[src/rtl/day10_pkg.sv]
`default_nettype none
// ============================================================================
// Module      : day10_pkg
// Description : Shared width helpers, FSM state encoding and popcount for the
//               streaming button-press solver.
// Revision    : 1.0 - initial release
// ============================================================================
package day10_pkg;

   // Width needed to hold a button count 0..max_buttons.
   function automatic int btn_cnt_w(input int max_buttons);
      return $clog2(max_buttons + 1);
   endfunction

   // A press count never exceeds the button count, so it shares that width.
   function automatic int press_w(input int max_buttons);
      return $clog2(max_buttons + 1);
   endfunction

   typedef logic [1:0] state_t;
   localparam state_t ST_IDLE   = 2'd0;
   localparam state_t ST_SEARCH = 2'd1;
   localparam state_t ST_EMIT   = 2'd2;

   function automatic logic [5:0] popcount32(input logic [31:0] v);
      logic [5:0] cnt;
      cnt = '0;
      for (int i = 0; i < 32; i++) cnt = cnt + {5'd0, v[i]};
      return cnt;
   endfunction

endpackage
`default_nettype wire

[src/rtl/day10_press_solver_if.sv]
`default_nettype none
// ============================================================================
// Module      : day10_press_solver_if
// Description : Descriptor-in / result-out bundle of the press solver.
//               master = producer/consumer side, slave = solver side.
// Revision    : 1.0 - initial release
// ============================================================================
interface day10_press_solver_if
   import day10_pkg::*;
#(
   parameter int MAX_NUM_LIGHTS  = 10,
   parameter int MAX_NUM_BUTTONS = 13,
   parameter int SUM_W           = 32
);
   localparam int BTN_CNT_W = btn_cnt_w(MAX_NUM_BUTTONS);
   localparam int PRESS_W   = press_w(MAX_NUM_BUTTONS);

   logic                                  in_valid;
   logic                                  in_ready;
   logic [BTN_CNT_W-1:0]                  in_num_buttons;
   logic [MAX_NUM_LIGHTS-1:0]             in_target;
   logic [MAX_NUM_BUTTONS*MAX_NUM_LIGHTS-1:0] in_buttons;
   logic                                  in_last;
   logic                                  out_valid;
   logic                                  out_ready;
   logic [PRESS_W-1:0]                    out_presses;
   logic                                  out_solvable;
   logic                                  out_last;
   logic                                  sum_valid;
   logic [SUM_W-1:0]                      sum;
   logic                                  busy;

   modport master (
      output in_valid, in_num_buttons, in_target, in_buttons, in_last, out_ready,
      input  in_ready, out_valid, out_presses, out_solvable, out_last,
             sum_valid, sum, busy
   );

   modport slave (
      input  in_valid, in_num_buttons, in_target, in_buttons, in_last, out_ready,
      output in_ready, out_valid, out_presses, out_solvable, out_last,
             sum_valid, sum, busy
   );
endinterface
`default_nettype wire

[src/rtl/day10_lane_eval.sv]
`default_nettype none
// ============================================================================
// Module      : day10_lane_eval
// Description : Combinational evaluation of one candidate press mask: is it
//               in range, does its XOR of buttons hit the target, how many
//               presses does it use.
// Revision    : 1.0 - initial release
// ============================================================================
module day10_lane_eval
   import day10_pkg::*;
#(
   parameter  int MAX_NUM_LIGHTS  = 10,
   parameter  int MAX_NUM_BUTTONS = 13,
   localparam int BTN_CNT_W       = btn_cnt_w(MAX_NUM_BUTTONS),
   localparam int PRESS_W         = press_w(MAX_NUM_BUTTONS),
   localparam int MW              = MAX_NUM_BUTTONS + 1
) (
   input  wire logic [MW-1:0]                             i_mask,
   input  wire logic [MAX_NUM_BUTTONS*MAX_NUM_LIGHTS-1:0] i_buttons,
   input  wire logic [BTN_CNT_W-1:0]                      i_num_buttons,
   input  wire logic [MAX_NUM_LIGHTS-1:0]                 i_target,
   output logic                                           o_active,
   output logic                                           o_match,
   output logic [PRESS_W-1:0]                             o_popcount
);
   localparam int LW = MW + 1;

   logic [LW-1:0]             w_limit;
   logic [MAX_NUM_LIGHTS-1:0] w_xor;

   assign w_limit  = LW'(1) << i_num_buttons;
   assign o_active = {1'b0, i_mask} < w_limit;

   // XOR the selected buttons; buttons beyond the machine's count never count.
   always_comb begin
      w_xor = '0;
      for (int b = 0; b < MAX_NUM_BUTTONS; b++) begin
         if (i_mask[b] && (b < int'(i_num_buttons)))
            w_xor = w_xor ^ i_buttons[b*MAX_NUM_LIGHTS +: MAX_NUM_LIGHTS];
      end
   end

   assign o_match    = o_active && (w_xor == i_target);
   assign o_popcount = PRESS_W'(popcount32(32'(i_mask)));
endmodule
`default_nettype wire

[src/rtl/day10_press_solver.sv]
`default_nettype none
// ============================================================================
// Module      : day10_press_solver
// Description : Streaming minimum-press solver. Exhaustively sweeps press
//               masks NUM_LANES at a time, emits one result per machine and a
//               running total at each end-of-batch descriptor.
// Revision    : 1.0 - initial release
// ============================================================================
module day10_press_solver
   import day10_pkg::*;
#(
   parameter int MAX_NUM_LIGHTS  = 10,
   parameter int MAX_NUM_BUTTONS = 13,
   parameter int NUM_LANES       = 4,
   parameter int SUM_W           = 32
) (
   input wire logic            clk,
   input wire logic            rst_n,
   day10_press_solver_if.slave bus
);
   localparam int BTN_CNT_W = btn_cnt_w(MAX_NUM_BUTTONS);
   localparam int PRESS_W   = press_w(MAX_NUM_BUTTONS);
   localparam int MW        = MAX_NUM_BUTTONS + 1;
   localparam int BW        = MW + 1;
   localparam logic [BTN_CNT_W-1:0] c_max_btn = BTN_CNT_W'(MAX_NUM_BUTTONS);

   state_t                                  r_state;
   logic [BTN_CNT_W-1:0]                    r_num_buttons;
   logic [MAX_NUM_LIGHTS-1:0]               r_target;
   logic [MAX_NUM_BUTTONS*MAX_NUM_LIGHTS-1:0] r_buttons;
   logic                                    r_last;
   logic [MW-1:0]                           r_base;
   logic [PRESS_W-1:0]                      r_best;
   logic                                    r_found;
   logic [SUM_W-1:0]                        r_acc;
   logic [SUM_W-1:0]                        r_sum;
   logic                                    r_sum_valid;

   logic [BTN_CNT_W-1:0]    w_in_nb;
   logic [BW-1:0]           w_limit;
   logic [BW-1:0]           w_next_base;
   logic                    w_search_done;
   logic [PRESS_W-1:0]      w_result;
   logic [SUM_W-1:0]        w_acc_add;
   logic [MW-1:0]           w_mask   [NUM_LANES];
   logic [PRESS_W-1:0]      w_pop    [NUM_LANES];
   logic [NUM_LANES-1:0]    w_match;
   logic [NUM_LANES-1:0]    w_active;
   logic                    w_node_valid [1:2*NUM_LANES-1];
   logic [PRESS_W-1:0]      w_node_val   [1:2*NUM_LANES-1];

   assign w_in_nb       = (bus.in_num_buttons > c_max_btn) ? c_max_btn : bus.in_num_buttons;
   assign w_limit       = BW'(1) << r_num_buttons;
   assign w_next_base   = {1'b0, r_base} + BW'(NUM_LANES);
   assign w_search_done = w_next_base >= w_limit;
   assign w_result      = r_found ? r_best : '0;
   assign w_acc_add     = r_acc + SUM_W'(w_result);

   generate
      for (genvar gl = 0; gl < NUM_LANES; gl++) begin : g_lane
         assign w_mask[gl] = r_base + MW'(gl);
         day10_lane_eval #(
            .MAX_NUM_LIGHTS (MAX_NUM_LIGHTS),
            .MAX_NUM_BUTTONS(MAX_NUM_BUTTONS)
         ) u_lane (
            .i_mask       (w_mask[gl]),
            .i_buttons    (r_buttons),
            .i_num_buttons(r_num_buttons),
            .i_target     (r_target),
            .o_active     (w_active[gl]),
            .o_match      (w_match[gl]),
            .o_popcount   (w_pop[gl])
         );
      end
   endgenerate

   // Heap-ordered min tree: leaves at NUM_LANES.., node i merges 2i and 2i+1.
   always_comb begin
      for (int i = 1; i < 2*NUM_LANES; i++) begin
         w_node_valid[i] = 1'b0;
         w_node_val[i]   = '0;
      end
      for (int l = 0; l < NUM_LANES; l++) begin
         w_node_valid[NUM_LANES+l] = w_match[l];
         w_node_val[NUM_LANES+l]   = w_pop[l];
      end
      for (int i = NUM_LANES - 1; i >= 1; i--) begin
         w_node_valid[i] = w_node_valid[2*i] | w_node_valid[2*i+1];
         w_node_val[i]   = (w_node_valid[2*i] &&
                            (!w_node_valid[2*i+1] || (w_node_val[2*i] <= w_node_val[2*i+1])))
                           ? w_node_val[2*i] : w_node_val[2*i+1];
      end
   end

   // Control FSM, search bookkeeping and batch accumulation.
   always_ff @(posedge clk or negedge rst_n) begin
      if (!rst_n) begin
         r_state       <= ST_IDLE;
         r_num_buttons <= '0;
         r_target      <= '0;
         r_buttons     <= '0;
         r_last        <= 1'b0;
         r_base        <= '0;
         r_best        <= '1;
         r_found       <= 1'b0;
         r_acc         <= '0;
         r_sum         <= '0;
         r_sum_valid   <= 1'b0;
      end else begin
         r_sum_valid <= 1'b0;
         case (r_state)
            ST_IDLE: begin
               if (bus.in_valid) begin
                  r_num_buttons <= w_in_nb;
                  r_target      <= bus.in_target;
                  r_buttons     <= bus.in_buttons;
                  r_last        <= bus.in_last;
                  r_base        <= '0;
                  r_best        <= '1;
                  r_found       <= 1'b0;
                  r_state       <= ST_SEARCH;
               end
            end
            ST_SEARCH: begin
               if (|w_active && w_node_valid[1]) begin
                  r_found <= 1'b1;
                  if (w_node_val[1] < r_best) r_best <= w_node_val[1];
               end
               r_base <= w_next_base[MW-1:0];
               if (w_search_done) r_state <= ST_EMIT;
            end
            ST_EMIT: begin
               if (bus.out_ready) begin
                  if (r_last) begin
                     r_sum       <= w_acc_add;
                     r_sum_valid <= 1'b1;
                     r_acc       <= '0;
                  end else begin
                     r_acc <= w_acc_add;
                  end
                  r_state <= ST_IDLE;
               end
            end
            default: r_state <= ST_IDLE;
         endcase
      end
   end

   assign bus.in_ready     = (r_state == ST_IDLE);
   assign bus.busy         = (r_state != ST_IDLE);
   assign bus.out_valid    = (r_state == ST_EMIT);
   assign bus.out_presses  = (r_state == ST_EMIT) ? w_result : '0;
   assign bus.out_solvable = (r_state == ST_EMIT) && r_found;
   assign bus.out_last     = (r_state == ST_EMIT) && r_last;
   assign bus.sum_valid    = r_sum_valid;
   assign bus.sum          = r_sum;
endmodule
`default_nettype wire
[src/flat_wrapper.sv]
// flat-port wrapper written by rule: the top's interface ports become plain ports
module day10_press_solver_flat import day10_pkg::*;
#(
   parameter int MAX_NUM_LIGHTS  = 10,
   parameter int MAX_NUM_BUTTONS = 13,
   parameter int NUM_LANES       = 4,
   parameter int SUM_W           = 32
)
  (clk, rst_n, bus_in_valid, bus_in_num_buttons, bus_in_target, bus_in_buttons, bus_in_last, bus_out_ready, bus_in_ready, bus_out_valid, bus_out_presses, bus_out_solvable, bus_out_last, bus_sum_valid, bus_sum, bus_busy);
  day10_press_solver_if #(.MAX_NUM_LIGHTS(MAX_NUM_LIGHTS), .MAX_NUM_BUTTONS(MAX_NUM_BUTTONS), .SUM_W(SUM_W)) bus_i ();
  input wire logic clk;
  input wire logic rst_n;
  input wire logic [$bits(bus_i.in_valid)-1:0] bus_in_valid;
  input wire logic [$bits(bus_i.in_num_buttons)-1:0] bus_in_num_buttons;
  input wire logic [$bits(bus_i.in_target)-1:0] bus_in_target;
  input wire logic [$bits(bus_i.in_buttons)-1:0] bus_in_buttons;
  input wire logic [$bits(bus_i.in_last)-1:0] bus_in_last;
  input wire logic [$bits(bus_i.out_ready)-1:0] bus_out_ready;
  output wire logic [$bits(bus_i.in_ready)-1:0] bus_in_ready;
  output wire logic [$bits(bus_i.out_valid)-1:0] bus_out_valid;
  output wire logic [$bits(bus_i.out_presses)-1:0] bus_out_presses;
  output wire logic [$bits(bus_i.out_solvable)-1:0] bus_out_solvable;
  output wire logic [$bits(bus_i.out_last)-1:0] bus_out_last;
  output wire logic [$bits(bus_i.sum_valid)-1:0] bus_sum_valid;
  output wire logic [$bits(bus_i.sum)-1:0] bus_sum;
  output wire logic [$bits(bus_i.busy)-1:0] bus_busy;
  assign bus_i.in_valid = bus_in_valid;
  assign bus_i.in_num_buttons = bus_in_num_buttons;
  assign bus_i.in_target = bus_in_target;
  assign bus_i.in_buttons = bus_in_buttons;
  assign bus_i.in_last = bus_in_last;
  assign bus_i.out_ready = bus_out_ready;
  assign bus_in_ready = bus_i.in_ready;
  assign bus_out_valid = bus_i.out_valid;
  assign bus_out_presses = bus_i.out_presses;
  assign bus_out_solvable = bus_i.out_solvable;
  assign bus_out_last = bus_i.out_last;
  assign bus_sum_valid = bus_i.sum_valid;
  assign bus_sum = bus_i.sum;
  assign bus_busy = bus_i.busy;
  day10_press_solver #(.MAX_NUM_LIGHTS(MAX_NUM_LIGHTS), .MAX_NUM_BUTTONS(MAX_NUM_BUTTONS), .NUM_LANES(NUM_LANES), .SUM_W(SUM_W)) u_core (.clk(clk), .rst_n(rst_n), .bus(bus_i));
endmodule
[config.mk]
export PLATFORM = sky130hd
export DESIGN_NAME = day10_press_solver_flat
export DESIGN_NICKNAME = d
export VERILOG_FILES = /design/src/rtl/day10_pkg.sv /design/src/rtl/day10_press_solver_if.sv /design/src/rtl/day10_lane_eval.sv /design/src/rtl/day10_press_solver.sv /design/src/flat_wrapper.sv
export SDC_FILE = /design/constraint.sdc
export NUM_CORES = 1
export LEC_CHECK = 0
export ABC_CLOCK_PERIOD_IN_PS = 11700
export BUFFER_PORTS_ARGS = -buffer_cell sky130_fd_sc_hd__buf_2
export CAP_MARGIN = 20
export CORE_MARGIN = 2
export CORE_UTILIZATION = 59
export DETAILED_ROUTE_END_ITERATION = 6
export MAX_ROUTING_LAYER = met4
export PLACE_DENSITY_LB_ADDON = 0.3
export SYNTH_ARGS = -nofsm -noshare
export SYNTH_HDL_FRONTEND = slang
export SYNTH_SLANG_ARGS = --single-unit
[constraint.sdc]
create_clock -name clk -period 11.7 [get_ports clk]
set_input_delay 1.17 -clock clk [delete_from_list [all_inputs] [get_ports clk]]
set_output_delay 1.17 -clock clk [all_outputs]
set_load 0.005 [all_outputs]
==> flow_summary_export.csv, run 1 <==
group,metric,value,unit
timing,hold_viol,0,
clocking,clkTransAtPathRegs,0.06,ns
synthesis,synth_area_per_cell,8.480,µm²
floorplan,core-area,25330,µm²
global_routing,grt_max_degree,115,
timing,max_slew_margin,29.30,%
setup_path,critPathMaxFanout,21,
drt,ant_nets,0,
global_routing,grt_use_total,30.52,%
clocking,cts_root_buf,"clkbuf_16",
synthesis,synth_edf_count,0,
timing,timing.setup.tns,0,ns
setup_path,critPathMostFrequentCell,"fa_1",
hold_path,hp-class,"reg2reg",
final_layout,register_area,5736,µm²
synthesis,syn-num-nets,2068,
synthesis,yosys_warnings,0,
clocking,cts_resized,0,
synthesis,netlist_area,15320,µm²
floorplan,rows,58,
setup_path,reg2reg_depth,30,
timing,slew_violations,0,
synthesis,synth.top_cell.area_share,36.74,%
global_routing,grt_pass1_wl,63.68,mm
setup_path,critPathKind,"reg2reg",
setup_path,cp_num_buf_inv,4,
power_and_ir_drop,total_power,4170,µW
synthesis,synth_flop_cell,"dfrtp_1",
floorplan,initial_core_util,60.50,%
final_layout,layout.nets,2179,
final_layout,drive_gt1_share,14.57,%
timing,setup_viol,0,
hold_path,worstHoldStart,"u_core.bus.sum[28]$_DFFE_PN0P_",
drt,drt-initial-drc-count,1125,
synthesis,synth_top_cell_by_area,"dfrtp_1",
synthesis,ys_seq_area_share,37.43,%
power_and_ir_drop,swShare,42.32,%
final_layout,finish.instance_area,17230,µm²
power_and_ir_drop,power.switching,1765,µW
floorplan,io_pins,191,
clocking,cts_buffer_depth,3,
synthesis,synth_cell_type_count,71,
hold_path,hold_path_depth,2,
setup_path,endpoint_kind,"register",
setup_path,crit_required,12.18,ns
power_and_ir_drop,cellLeakagePower,0.008780,µW
synthesis,yosys-top-cells-area,"dfrtp_1, nand2_1, ha_1, xnor2_1, fa_1",
setup_path,critPathTopFamily,"adder cells",
timing,skew,0.02471,ns
clocking,cts.htree.levels,1,
setup_path,cp_data_arrival_time,8.68,ns
power_and_ir_drop,power_density,242.1,nW/µm²
final_layout,multi_input_area,8885,µm²
timing,min_period,8.205,ns
timing,rsz0062_at_grt,"false",
timing,worst_slack,3.495,ns
clocking,postCtsHoldBufs,0,
synthesis,synth_top_cells_by_count,"nand2_1, dfrtp_1, o21ai_0",
global_routing,grt_pass1_vias,12440,
power_and_ir_drop,peakVddDrop,174.6,µV
synthesis,netlist_instances,1807,
drt,routed_via_density,5.692,
clocking,clkLatencyLatePin,0.55,ns
setup_path,cpMaxStageDelayCell,"dfrtp_1",
final_layout,n_antenna_cell,0,
drt,drcViolationCount,0,
status,status,"complete, no violations",
drt,wl,39.77,mm
hold_path,hold-path-endpoint,"u_core.bus.sum[28]$_DFFE_PN0P_",
clocking,cts_tree,"built",
global_routing,antenna_found_initial,0,
synthesis,async_flop_share,100.0,%
clocking,cts_setup_buffers,0,
power_and_ir_drop,pwr-share-seq,30.8,%
power_and_ir_drop,p_comb_share,48.2,%
timing,fmax,121.9,MHz
drt,dr_total_vias,12900,
timing,finalCritPeriodShare,70.12,%
power_and_ir_drop,p_int,2405,µW
setup_path,slowest_delay,1.03,ns
drt,wl_per_cell,17.55,µm
floorplan,die_area,27280,µm²
setup_path,worstReg2RegEnd,"u_core.r_best[3]$_DFFE_PN1P_",
setup_path,rrSetupSlack,3.50,ns
floorplan,die_y,165.2,µm
clocking,cts_num_sinks,229,
final_layout,nFillCells,2002,
power_and_ir_drop,power.share.clock,21.0,%
synthesis,ys_ff_latch,229,
place,portBuffers,190,
final_layout,syn_to_final_growth,12.41,%
setup_path,critPathLaunchType,"register",
global_routing,overflow,0,
floorplan,die_w,165.2,µm
setup_path,r2r-start,"u_core.r_base[5]$_DFFE_PN0P_",
place,pre_cts_ws,3.583,ns
clocking,cts_made_buffers,25,
place,routabilityCongestion,0.9638,
place,hpwl,28.41,mm
timing,tightest_slew,1.061,ns
drt,dr.pass1.iters,6,
place,post_dp_cell_area,16290,µm²
run,drv_cap,0,
synthesis,synth_most_common_cell,"nand2_1",
-- placed cells by master, fill, tap and decap left out, types with 5 or more instances in the layout --
cell type  instances
a21o_1            22
a21oi_1           37
a31oi_1            7
and2_1             8
and3_1            16
buf_2            189
buf_4             12
bufinv_16          5
clkbuf_16         25
clkbuf_8           5
clkinv_2           6
dfrtp_1          225
fa_1              31
ha_1              81
inv_1             56
mux2_2             9
mux2i_1           18
nand2_1          581
nand2b_1          11
nand3_1           91
nand4_1            9
nor2_1            65
nor2b_1           16
nor3_1            16
nor3b_1            5
o2111ai_1          6
o211ai_1          13
o21a_1             7
o21ai_0          112
o31ai_1           14
xnor2_1           85
xnor3_1           15
xor2_1            46
-- flip-flops by register name, summed over array words and instances (netlist names) --
name,cells
u_core.bus.sum_valid,1
u_core.r_found,1
u_core.r_target,10
u_core.r_best,4
u_core.r_state,2
u_core.r_base,12
u_core.r_num_buttons,4
u_core.bus.sum,32
u_core.r_last,1
u_core.r_acc,32
u_core.r_buttons,130
-- kinds of logic after synthesis --
family / after synthesis / synth area share, %
simple gates: 844 / 23.35
compound gates: 263 / 10.99
flops: 229 / 37.43
buf+inv: 175 / 4.654
xor+xnor: 156 / 11.05
fa+ha+maj: 112 / 10.66
mux: 27 / 1.837
other cells: 1 / 0.02447
-- layout make-up --
| class | count | area share [%] |
|---|---|---|
| Timing Repair Buffer | 203 | 6.218 |
| Clock inverter | 13 | 1.213 |
| Inverter | 56 | 1.220 |
| Multi-Input combinational cell | 1403 | 51.58 |
| Tap cell | 330 | 2.397 |
| Clock buffer | 32 | 4.075 |
| Sequential cell | 229 | 33.30 |
-- per-stage QoR --
step | util (%) | hold slack, ns | std cells
after floorplan | - | 0.4453 | 1807
after global placement | 64.34 | 0.4567 | 2220
after detailed placement | 64.34 | 0.4620 | 2220
after CTS | 67.93 | 0.4774 | 2265
after global routing | 68.01 | 0.4971 | 2266
final | 68.01 | 0.4717 | 2266
-- how the worst max path moves through the flow --
stage / start / to / slack, ns / cells after the start
final: u_core.r_base[5]$_DFFE_PN0P_ / u_core.r_best[3]$_DFFE_PN1P_ / 3.50 / 30
after global routing: u_core.r_base[5]$_DFFE_PN0P_ / u_core.r_best[0]$_DFFE_PN1P_ / 3.14 / 30
after CTS: u_core.r_base[5]$_DFFE_PN0P_ / u_core.r_best[3]$_DFFE_PN1P_ / 3.55 / 30
after detailed placement: u_core.r_base[5]$_DFFE_PN0P_ / u_core.r_best[3]$_DFFE_PN1P_ / 3.58 / 30
after global placement: u_core.r_base[5]$_DFFE_PN0P_ / u_core.r_best[2]$_DFFE_PN1P_ / 3.84 / 30
after floorplan: u_core.r_base[7]$_DFFE_PN0P_ / u_core.r_best[0]$_DFFE_PN1P_ / 4.12 / 32
-- worst min-delay path: stages, from the launching register on --
cell and delay (ns):
dfrtp_1 0.33, nand2_1 0.04, o21ai_0 0.06
-- power groups by stage --
stage	Clock, µW	Combinational [µW]	Sequential [µW]
after floorplan	0	1550	1200
after global placement	0	1900	1270
after detailed placement	0	1970	1280
after CTS	883	1990	1270
after global routing	916	2240	1310
final	874	2010	1280
-- routing by layer --
metal | track usage (%) | wire [µm]
met5 | - | 0
met4 | 9.802 | 1297
met3 | 3.696 | 2947
met2 | 48.69 | 18640
met1 | 41.00 | 16890
No activity file was read; power rests on OpenSTA's default activity.
==> run 2, diff against run 1 <==
--- a/config.mk
+++ b/config.mk
@@ -5,7 +5,8 @@
 export SDC_FILE = /design/constraint.sdc
 export NUM_CORES = 1
 export LEC_CHECK = 0
-export ABC_CLOCK_PERIOD_IN_PS = 11700
+export ABC_AREA = 1
+export ABC_CLOCK_PERIOD_IN_PS = 7900
 export BUFFER_PORTS_ARGS = -buffer_cell sky130_fd_sc_hd__buf_2
 export CAP_MARGIN = 20
 export CORE_MARGIN = 2
==> constraint.sdc (replaced) <==
create_clock -name clk -period 7.9 [get_ports clk]
set_input_delay 0.79 -clock clk [delete_from_list [all_inputs] [get_ports clk]]
set_output_delay 0.79 -clock clk [all_outputs]
set_load 0.005 [all_outputs]
==> flow_summary_export.csv, run 2 <==
group,metric,value,unit
timing,slew_violations,0,
drt,ant_nets,0,
synthesis,ys_seq_area_share,30.11,%
timing,fmax,141.9,MHz
setup_path,cpMaxStageDelayCell,"dfrtp_1",
timing,min_period,7.049,ns
setup_path,critPathKind,"reg2reg",
synthesis,yosys-top-cells-area,"dfrtp_1, nand2_1, nand3_1, inv_1, ha_1",
drt,routed_via_density,5.601,
final_layout,layout.nets,3422,
synthesis,synth_most_common_cell,"nand2_1",
global_routing,grt_pass1_wl,96.89,mm
setup_path,critPathLaunchType,"register",
clocking,cts_root_buf,"clkbuf_16",
final_layout,largest_reg_flops,130,
power_and_ir_drop,power_density,355.9,nW/µm²
clocking,cts_buffer_depth,3,
timing,setup_viol,0,
timing,timing.setup.tns,0,ns
synthesis,netlist_area,19050,µm²
setup_path,slowest_delay,1.08,ns
setup_path,critPathMostFrequentCell,"nand2_1",
global_routing,grt_use_total,37.62,%
clocking,postCtsHoldBufs,0,
final_layout,finish.instance_area,21210,µm²
drt,drcViolationCount,0,
place,routabilityCongestion,0.9884,
clocking,clkTransAtPathRegs,0.06,ns
power_and_ir_drop,cellLeakagePower,0.01229,µW
setup_path,crit_required,8.42,ns
drt,wl_per_cell,17.25,µm
synthesis,synth_area_per_cell,6.327,µm²
setup_path,rrSetupSlack,0.85,ns
synthesis,synth_edf_count,0,
setup_path,reg2reg_depth,32,
clocking,clkLatencyLatePin,0.57,ns
synthesis,yosys_warnings,0,
synthesis,synth_top_cell_by_area,"dfrtp_1",
clocking,cts_setup_buffers,0,
place,portBuffers,190,
final_layout,drive_gt1_share,9.151,%
place,hpwl,46.44,mm
timing,hold_viol,0,
timing,max_slew_margin,26.06,%
synthesis,synth.top_cell.area_share,29.56,%
global_routing,overflow,0,
drt,dr.pass1.iters,6,
synthesis,synth_flop_cell,"dfrtp_1",
floorplan,die_y,183.7,µm
timing,skew,0.01518,ns
setup_path,cp_data_arrival_time,7.57,ns
clocking,cts_made_buffers,27,
setup_path,r2r-start,"u_core.r_base[2]$_DFFE_PN0P_",
floorplan,rows,65,
clocking,cts_tree,"built",
floorplan,io_pins,191,
global_routing,grt_pass1_vias,18660,
final_layout,top_register,"u_core.r_buttons",
place,pre_cts_ws,0.9856,ns
hold_path,hp-class,"in2async",
drt,wl,61.79,mm
setup_path,critPathMaxFanout,20,
setup_path,endpoint_kind,"register",
final_layout,n_antenna_cell,0,
place,post_dp_cell_area,20280,µm²
drt,drt-initial-drc-count,1949,
global_routing,grt_max_degree,124,
setup_path,worstReg2RegEnd,"u_core.r_best[1]$_DFFE_PN1P_",
clocking,cts.htree.levels,1,
final_layout,layout_common_cells,"nand2_1, inv_1, nand3_1",
synthesis,synth_top_cells_by_count,"nand2_1, inv_1, nand3_1",
synthesis,synth_cell_type_count,51,
synthesis,netlist_instances,3010,
timing,rsz0062_at_grt,"false",
synthesis,ys_ff_latch,229,
synthesis,async_flop_share,100.0,%
timing,tightest_slew,1.109,ns
drt,dr_total_vias,20060,
run,drv_cap,0,
floorplan,die_area,33730,µm²
timing,worst_slack,0.8509,ns
floorplan,die_w,183.7,µm
global_routing,antenna_found_initial,0,
final_layout,final_common_cell,"nand2_1",
clocking,cts_num_sinks,229,
power_and_ir_drop,peakVddDrop,356.3,µV
timing,finalCritPeriodShare,89.23,%
floorplan,core-area,31640,µm²
synthesis,syn-num-nets,3271,
clocking,cts_resized,0,
floorplan,initial_core_util,60.20,%
status,status,"complete, no violations",
final_layout,syn_to_final_growth,11.38,%
## run 2: area by class of cell
cell class	count	area [µm²]
clock buffer	38	787.0
sequential	229	5736
tap	402	503.0
timing repair buffer	197	1026
clock inverter	10	146.4
inverter	377	1415
fill	2850	10420
multi-input combinational	2329	11600
## run 2: report_power, final
group / internal (µW) / total [µW] / leakage (µW) / switching (µW)
clock: 792 / 1330 / 0.000460 / 542
combinational: 1360 / 4140 / 0.00891 / 2790
sequential: 1670 / 2070 / 0.00292 / 399
## run 2: cells by family (layout without fill, tap and decap cells)
group | Yosys count | after routing | share of synthesized area (%)
simple gates | 1858 | 1858 | 40.08
buf+inv | 452 | 622 | 9.020
compound gates | 256 | 256 | 7.417
flops | 229 | 229 | 30.11
fa+ha+maj | 112 | 112 | 8.580
xor+xnor | 102 | 102 | 4.769
other cells | 1 | 1 | 0.01969
## run 2: stage by stage
| stage | power, µW | hold slack (ns) | utilization [%] | std cells |
|---|---|---|---|---|
| global placement | 5947 | 0.4539 | 64.10 | 3534 |
| detailed placement | 6097 | 0.4593 | 64.10 | 3534 |
| global route | 8182 | 0.3316 | 67.05 | 3582 |
| floorplan | 4852 | 0.4422 | - | 3010 |
| finish | 7551 | 0.2459 | 67.05 | 3582 |
| CTS | 7453 | 0.2977 | 67.05 | 3582 |
## run 2: worst max-delay path by stage
stage / start / end / slack (ns) / depth (start not counted)
floorplan: u_core.r_base[5]$_DFFE_PN0P_ / u_core.r_best[0]$_DFFE_PN1P_ / 1.67 / 35
global placement: u_core.r_base[7]$_DFFE_PN0P_ / u_core.r_best[1]$_DFFE_PN1P_ / 1.25 / 34
detailed placement: u_core.r_base[7]$_DFFE_PN0P_ / u_core.r_best[1]$_DFFE_PN1P_ / 0.99 / 34
CTS: u_core.r_base[7]$_DFFE_PN0P_ / u_core.r_best[1]$_DFFE_PN1P_ / 0.98 / 34
global route: u_core.r_base[7]$_DFFE_PN0P_ / u_core.r_best[1]$_DFFE_PN1P_ / 0.49 / 33
finish: u_core.r_base[2]$_DFFE_PN0P_ / u_core.r_best[1]$_DFFE_PN1P_ / 0.85 / 32
## run 2: metal layers
metal,wire length [µm],track usage (%),vias to the layer above
li1,-,-,9739
met1,26210,50.12,9258
met2,27340,57.60,905
met3,5715,6.399,160
met4,2526,14.46,0
met5,0,-,-
## run 2: worst max-delay path: cells and delay by family, from the launching register on
family          cells  cell delay [ns]
simple gates       14             1.51
fa+ha+maj           8             3.04
buf+inv             4             0.38
flops               1             1.08
compound gates      6             0.98
